==> config.mk <==
export PLATFORM = sky130hd
export DESIGN_NAME = cycle_timer
export DESIGN_NICKNAME = d
export VERILOG_FILES = /design/src/rtl/cycle_timer.sv
export SDC_FILE = /design/constraint.sdc
export NUM_CORES = 1
export LEC_CHECK = 0
export CORE_MARGIN = 2
export CORE_UTILIZATION = 57
export CTS_CLUSTER_DIAMETER = 40
export DETAILED_ROUTE_END_ITERATION = 10
export DONT_BUFFER_PORTS = 1
export HOLD_SLACK_MARGIN = 0.08
export MAX_ROUTING_LAYER = met4
export PLACE_DENSITY_LB_ADDON = 0.1
export REMOVE_ABC_BUFFERS = 1
export SLEW_MARGIN = 20
export SYNTH_ARGS = -nofsm -noshare
export SYNTH_HDL_FRONTEND = slang
export SYNTH_SLANG_ARGS = --single-unit
export TNS_END_PERCENT = 5
==> constraint.sdc <==
create_clock -name clk_sys -period 1.95 [get_ports clk_sys]
set_input_delay 0.39 -clock clk_sys [delete_from_list [all_inputs] [get_ports clk_sys]]
set_output_delay 0.39 -clock clk_sys [all_outputs]
set_load 0.02 [all_outputs]
==> src/rtl/cycle_timer.sv <==
// cycle_timer: free-running, prescaled cycle counter with a shadowed terminal
// value, a registered wrap pulse and an epoch (wrap) counter. It provides
// slot/period timing to the rx and scheduling logic.
//
// Optional compare output is built only when TIMER_CMP_EN is defined.
// Without it, the cmp_value/cmp_hit ports and their logic do not exist.
module cycle_timer #(
  parameter int          TW         = 19,
  parameter int          PRE_W      = 8,
  parameter int          EPOCH_W    = 16,
  parameter int unsigned DEF_PERIOD = 499999
) (
  input  logic               clk_sys,
  input  logic               reset_n,
  input  logic               timer_rst,
  input  logic               timer_en,
  input  logic [PRE_W-1:0]   prescale,
  input  logic               period_wr,
  input  logic [TW-1:0]      period_wdata,
  output logic [TW-1:0]      timer,
  output logic [TW-1:0]      period_cur,
  output logic               wrap_pulse,
  output logic [EPOCH_W-1:0] epoch
`ifdef TIMER_CMP_EN
  ,
  input  logic [TW-1:0]      cmp_value,
  output logic               cmp_hit
`endif
);

  localparam logic [TW-1:0] DEF_P = TW'(DEF_PERIOD);

  logic [PRE_W-1:0] pre_cnt;
  logic [TW-1:0]    shadow;
  logic             pending;
  logic             tick;
  logic             at_term;
  logic             wrap_tick;
  logic [TW-1:0]    timer_nxt;

  // A prescale value lowered below the running pre_cnt counts as a tick, so
  // the prescaler never has to run all the way round its field width.
  assign tick      = timer_en && (pre_cnt >= prescale);
  assign at_term   = (timer == period_cur);
  assign wrap_tick = tick && at_term;
  assign timer_nxt = at_term ? '0 : timer + TW'(1);

  // Prescaler: counts enabled cycles, restarts after every tick.
  always_ff @(posedge clk_sys) begin
    if (!reset_n || timer_rst) begin
      pre_cnt <= '0;
    end else if (timer_en) begin
      pre_cnt <= tick ? '0 : pre_cnt + PRE_W'(1);
    end
  end

  // Main count, epoch and the wrap pulse that lines up with timer == 0.
  always_ff @(posedge clk_sys) begin
    if (!reset_n || timer_rst) begin
      timer      <= '0;
      epoch      <= '0;
      wrap_pulse <= 1'b0;
    end else if (!timer_en) begin
      wrap_pulse <= 1'b0;
    end else begin
      wrap_pulse <= wrap_tick;
      if (tick) begin
        timer <= timer_nxt;
        if (at_term) begin
          epoch <= epoch + EPOCH_W'(1);
        end
      end
    end
  end

  // Period shadow: writes are parked in shadow and only take effect at a
  // wrap or soft restart. A write landing on that same cycle bypasses it.
  // When nothing is pending, shadow already equals period_cur.
  always_ff @(posedge clk_sys) begin
    if (!reset_n) begin
      period_cur <= DEF_P;
      shadow     <= DEF_P;
      pending    <= 1'b0;
    end else begin
      if (period_wr) begin
        shadow <= period_wdata;
      end
      if (timer_rst || wrap_tick) begin
        period_cur <= period_wr ? period_wdata : shadow;
        pending    <= 1'b0;
      end else if (period_wr) begin
        pending <= 1'b1;
      end
    end
  end

`ifdef TIMER_CMP_EN
  // Compare pulse: registered, fires when a tick lands timer on cmp_value.
  always_ff @(posedge clk_sys) begin
    if (!reset_n || timer_rst) begin
      cmp_hit <= 1'b0;
    end else begin
      cmp_hit <= tick && (timer_nxt == cmp_value) && (cmp_value <= period_cur);
    end
  end
`endif

endmodule

==> out/qor.csv <==
metric;value;unit
antenna diode count;0;
remaining antenna violation count;0;
initial drt markers;144;
kind of critical path;flip-flop to flip-flop;
final setup vio count;49;
status;complete, but fails checks;
H-tree levels;3;
fin. max-slew vios;0;
total wire length;10.6;mm
I/O Pins;87;
HPWL after DPL;7.10;mm
Critical path destination;timer[9];
Post-synth ARST share;0;
Area growth, synth to finish;32.7;%
register area share after synthesis;0.420;
first-pass iteration count of the detailed router;4;
routability congestion estimate;0.891;
clk sink count;82;
Hold WC Path Type;input port to flip-flop;
skew final;0.00969;ns
TritonCTS clock tree;built;
met1 global-route usage;0.343;
Gate Count Post-Synth;419;
leakage;2.17;nW
core area;6720;um^2
die width;86.8;um
worst slew pin tran;0.497;ns
Remaining DRCs;0;
Die ar.;7540;um^2
worst path required time;2.19;ns
final hold viol count;0;
f_max;463;MHz
average wire per standard cell;18.2;um
pin count of the biggest net entering global routing;29;
total number of vias;3475;
layout cell share with drive strength beyond 1;0.299;
clock root buffer master;clkbuf_8;
Initial Utilization;0.582;
failing checks;setup timing;
clk slew on worst S/H paths;0.08;ns
GRT overflow;0;
nets@finish;539;
Via density;5.98;
maximum fanout along the worst path;12;
met3 Use GR;0.0724;
minimum clock period;2.16;ns
Total GRT Usage;0.290;
power per cell area;667;nW/um^2
RR Startpoint;pre_cnt[3];
share of the clock period used by the worst path after layout;1.11;
Reg2Reg Capture Point;timer[9];
Post-Syn Area;3910;um^2
GR met2 Demand/Resource;0.484;
RSZ-0062 raised after global routing;yes;
Reg2Reg Setup Slack;-0.21;ns
FP Rows;30;
crit path DAT;2.40;ns
initial antenna violation count;0;
post-synthesis cell type count;42;
Yosys reg bits;82;
hold slack;0.114;ns
vias in the first global route;3370;
Max Root-Sink Buffers;2;
GR peak layer;met2;
Buffers on Ports;0;
CP Capture Type;flip-flop;
worst vdd rail ir drop;0.000578;V
commonest non-fill, non-tap cells in the layout;buf_4 (77), dfxtp_1 (73), nand2_1 (36);
pre-CTS WS;-0.288;ns
origin of the worst setup path;pre_cnt[3];
final worst setup slack;-0.208;ns
Num CTS Buffers;9;
Post-synth EDFFs;0;
Slew headroom;0.668;
Die H;86.8;um
cells on worst reg2reg path;9;
commonest non-fill, non-tap cell in the layout;buf_4;
average cell area after synthesis;9.33;um^2
maxcap violations;0;
latest clock arrival within the worst-skew pair;0.36;ns
Syn. warnings;0;
top_reg_cell synth;dfxtp_1;
Final Util;0.772;
CP Launch Type;flip-flop;
wire length of the first global-routing pass;16.4;mm
==> metrics by stage <==
step	TNS, ns	total power [mW]	instance area (um^2)	instances
floorplan	-69.33	2.02	3800	396
global placement	-11.14	2.14	4570	559
detailed placement	-12.66	2.15	4570	559
CTS	-3.79	3.47	5080	579
global route	-8.02	3.58	5190	581
finish	-5.78	3.46	5190	581
==> where the power goes <==
group          switching [mW]  internal, mW
Combinational           0.192         0.177
Clock                   0.650         0.666
Sequential             0.0385          1.74
Total                   0.880          2.58
==> critical path: stages (launching register included) <==
cell     delay [ns]
dfxtp_2        0.34
ha_4           0.25
o21ai_1        0.09
a211o_1        0.31
o21a_4         0.26
buf_6          0.13
o31ai_4        0.30
buf_12         0.18
buf_12         0.13
a21oi_1        0.04
==> flip-flops by register name (all words and copies together) (netlist names) <==
signal and count:
epoch 16, period_cur 19, pre_cnt 8, shadow 19, timer 19, wrap_pulse 1
==> layout make-up <==
cell class | count | area (um^2)
inverters | 11 | 41.3
well taps | 80 | 100
flip-flops and latches | 82 | 1650
clock inverters | 5 | 61.3
fillers | 466 | 1530
multi-input cells | 303 | 2380
clock buffers | 11 | 151
repair buffers | 89 | 798
==> synth_stat cells, types with 9 or more instances <==
cell type | count | area, um^2
nand3_1 | 24 | 120
or4_1 | 9 | 67.6
nor2_1 | 16 | 60.1
a21oi_1 | 20 | 100
xor2_1 | 23 | 201
or3_1 | 10 | 62.6
nand4_1 | 11 | 68.8
a22o_1 | 11 | 96.3
buf_2 | 11 | 55.1
nand2_1 | 38 | 143
nand2b_1 | 16 | 100
nor2b_1 | 9 | 56.3
ha_1 | 11 | 138
inv_1 | 11 | 41.3
o21ai_0 | 9 | 45.0
dfxtp_1 | 82 | 1640
o31ai_1 | 11 | 82.6
mux2i_1 | 35 | 350
==> per-layer routing <==
metal	up-vias	part of all wire
met2	96	0.51
met4	0	0.018
met5	-	0
met1	1682	0.41
li1	1680	-
met3	17	0.066
==> repair_timing <==
item | CTS | global route
setup endpoints to repair | 62 | 59
hold buffers | 0 | 0
buffers inserted | 1 | 2
pin swaps | 24 | 9
resized for setup | 33 | 19
cloned | 3 | 0
==> worst min path at each step <==
stage                    start         end  slack [ns]  depth (start not counted)
finish                 reset_n   shadow[4]        0.11                          1
detailed placement   shadow[3]   shadow[3]        0.46                          2
global placement    shadow[18]  shadow[18]        0.45                          2
floorplan            shadow[0]   shadow[0]        0.44                          2
CTS                    reset_n   shadow[4]        0.10                          1
global route           reset_n   shadow[4]        0.11                          1
==> logic make-up (layout without fill, tap and decap cells) <==
group,count (synthesis),count (layout),share of synthesized area
DFF,82,82,0.420
xor gates and xnor gates,27,27,0.0605
buffers and inverters,34,116,0.0394
and+or+nand+nor,161,161,0.230
muxes,35,35,0.0896
AOI/OAI and AO/OA,69,69,0.125
adders and majority gates,11,11,0.0352
(Power assumes the default switching activity.)
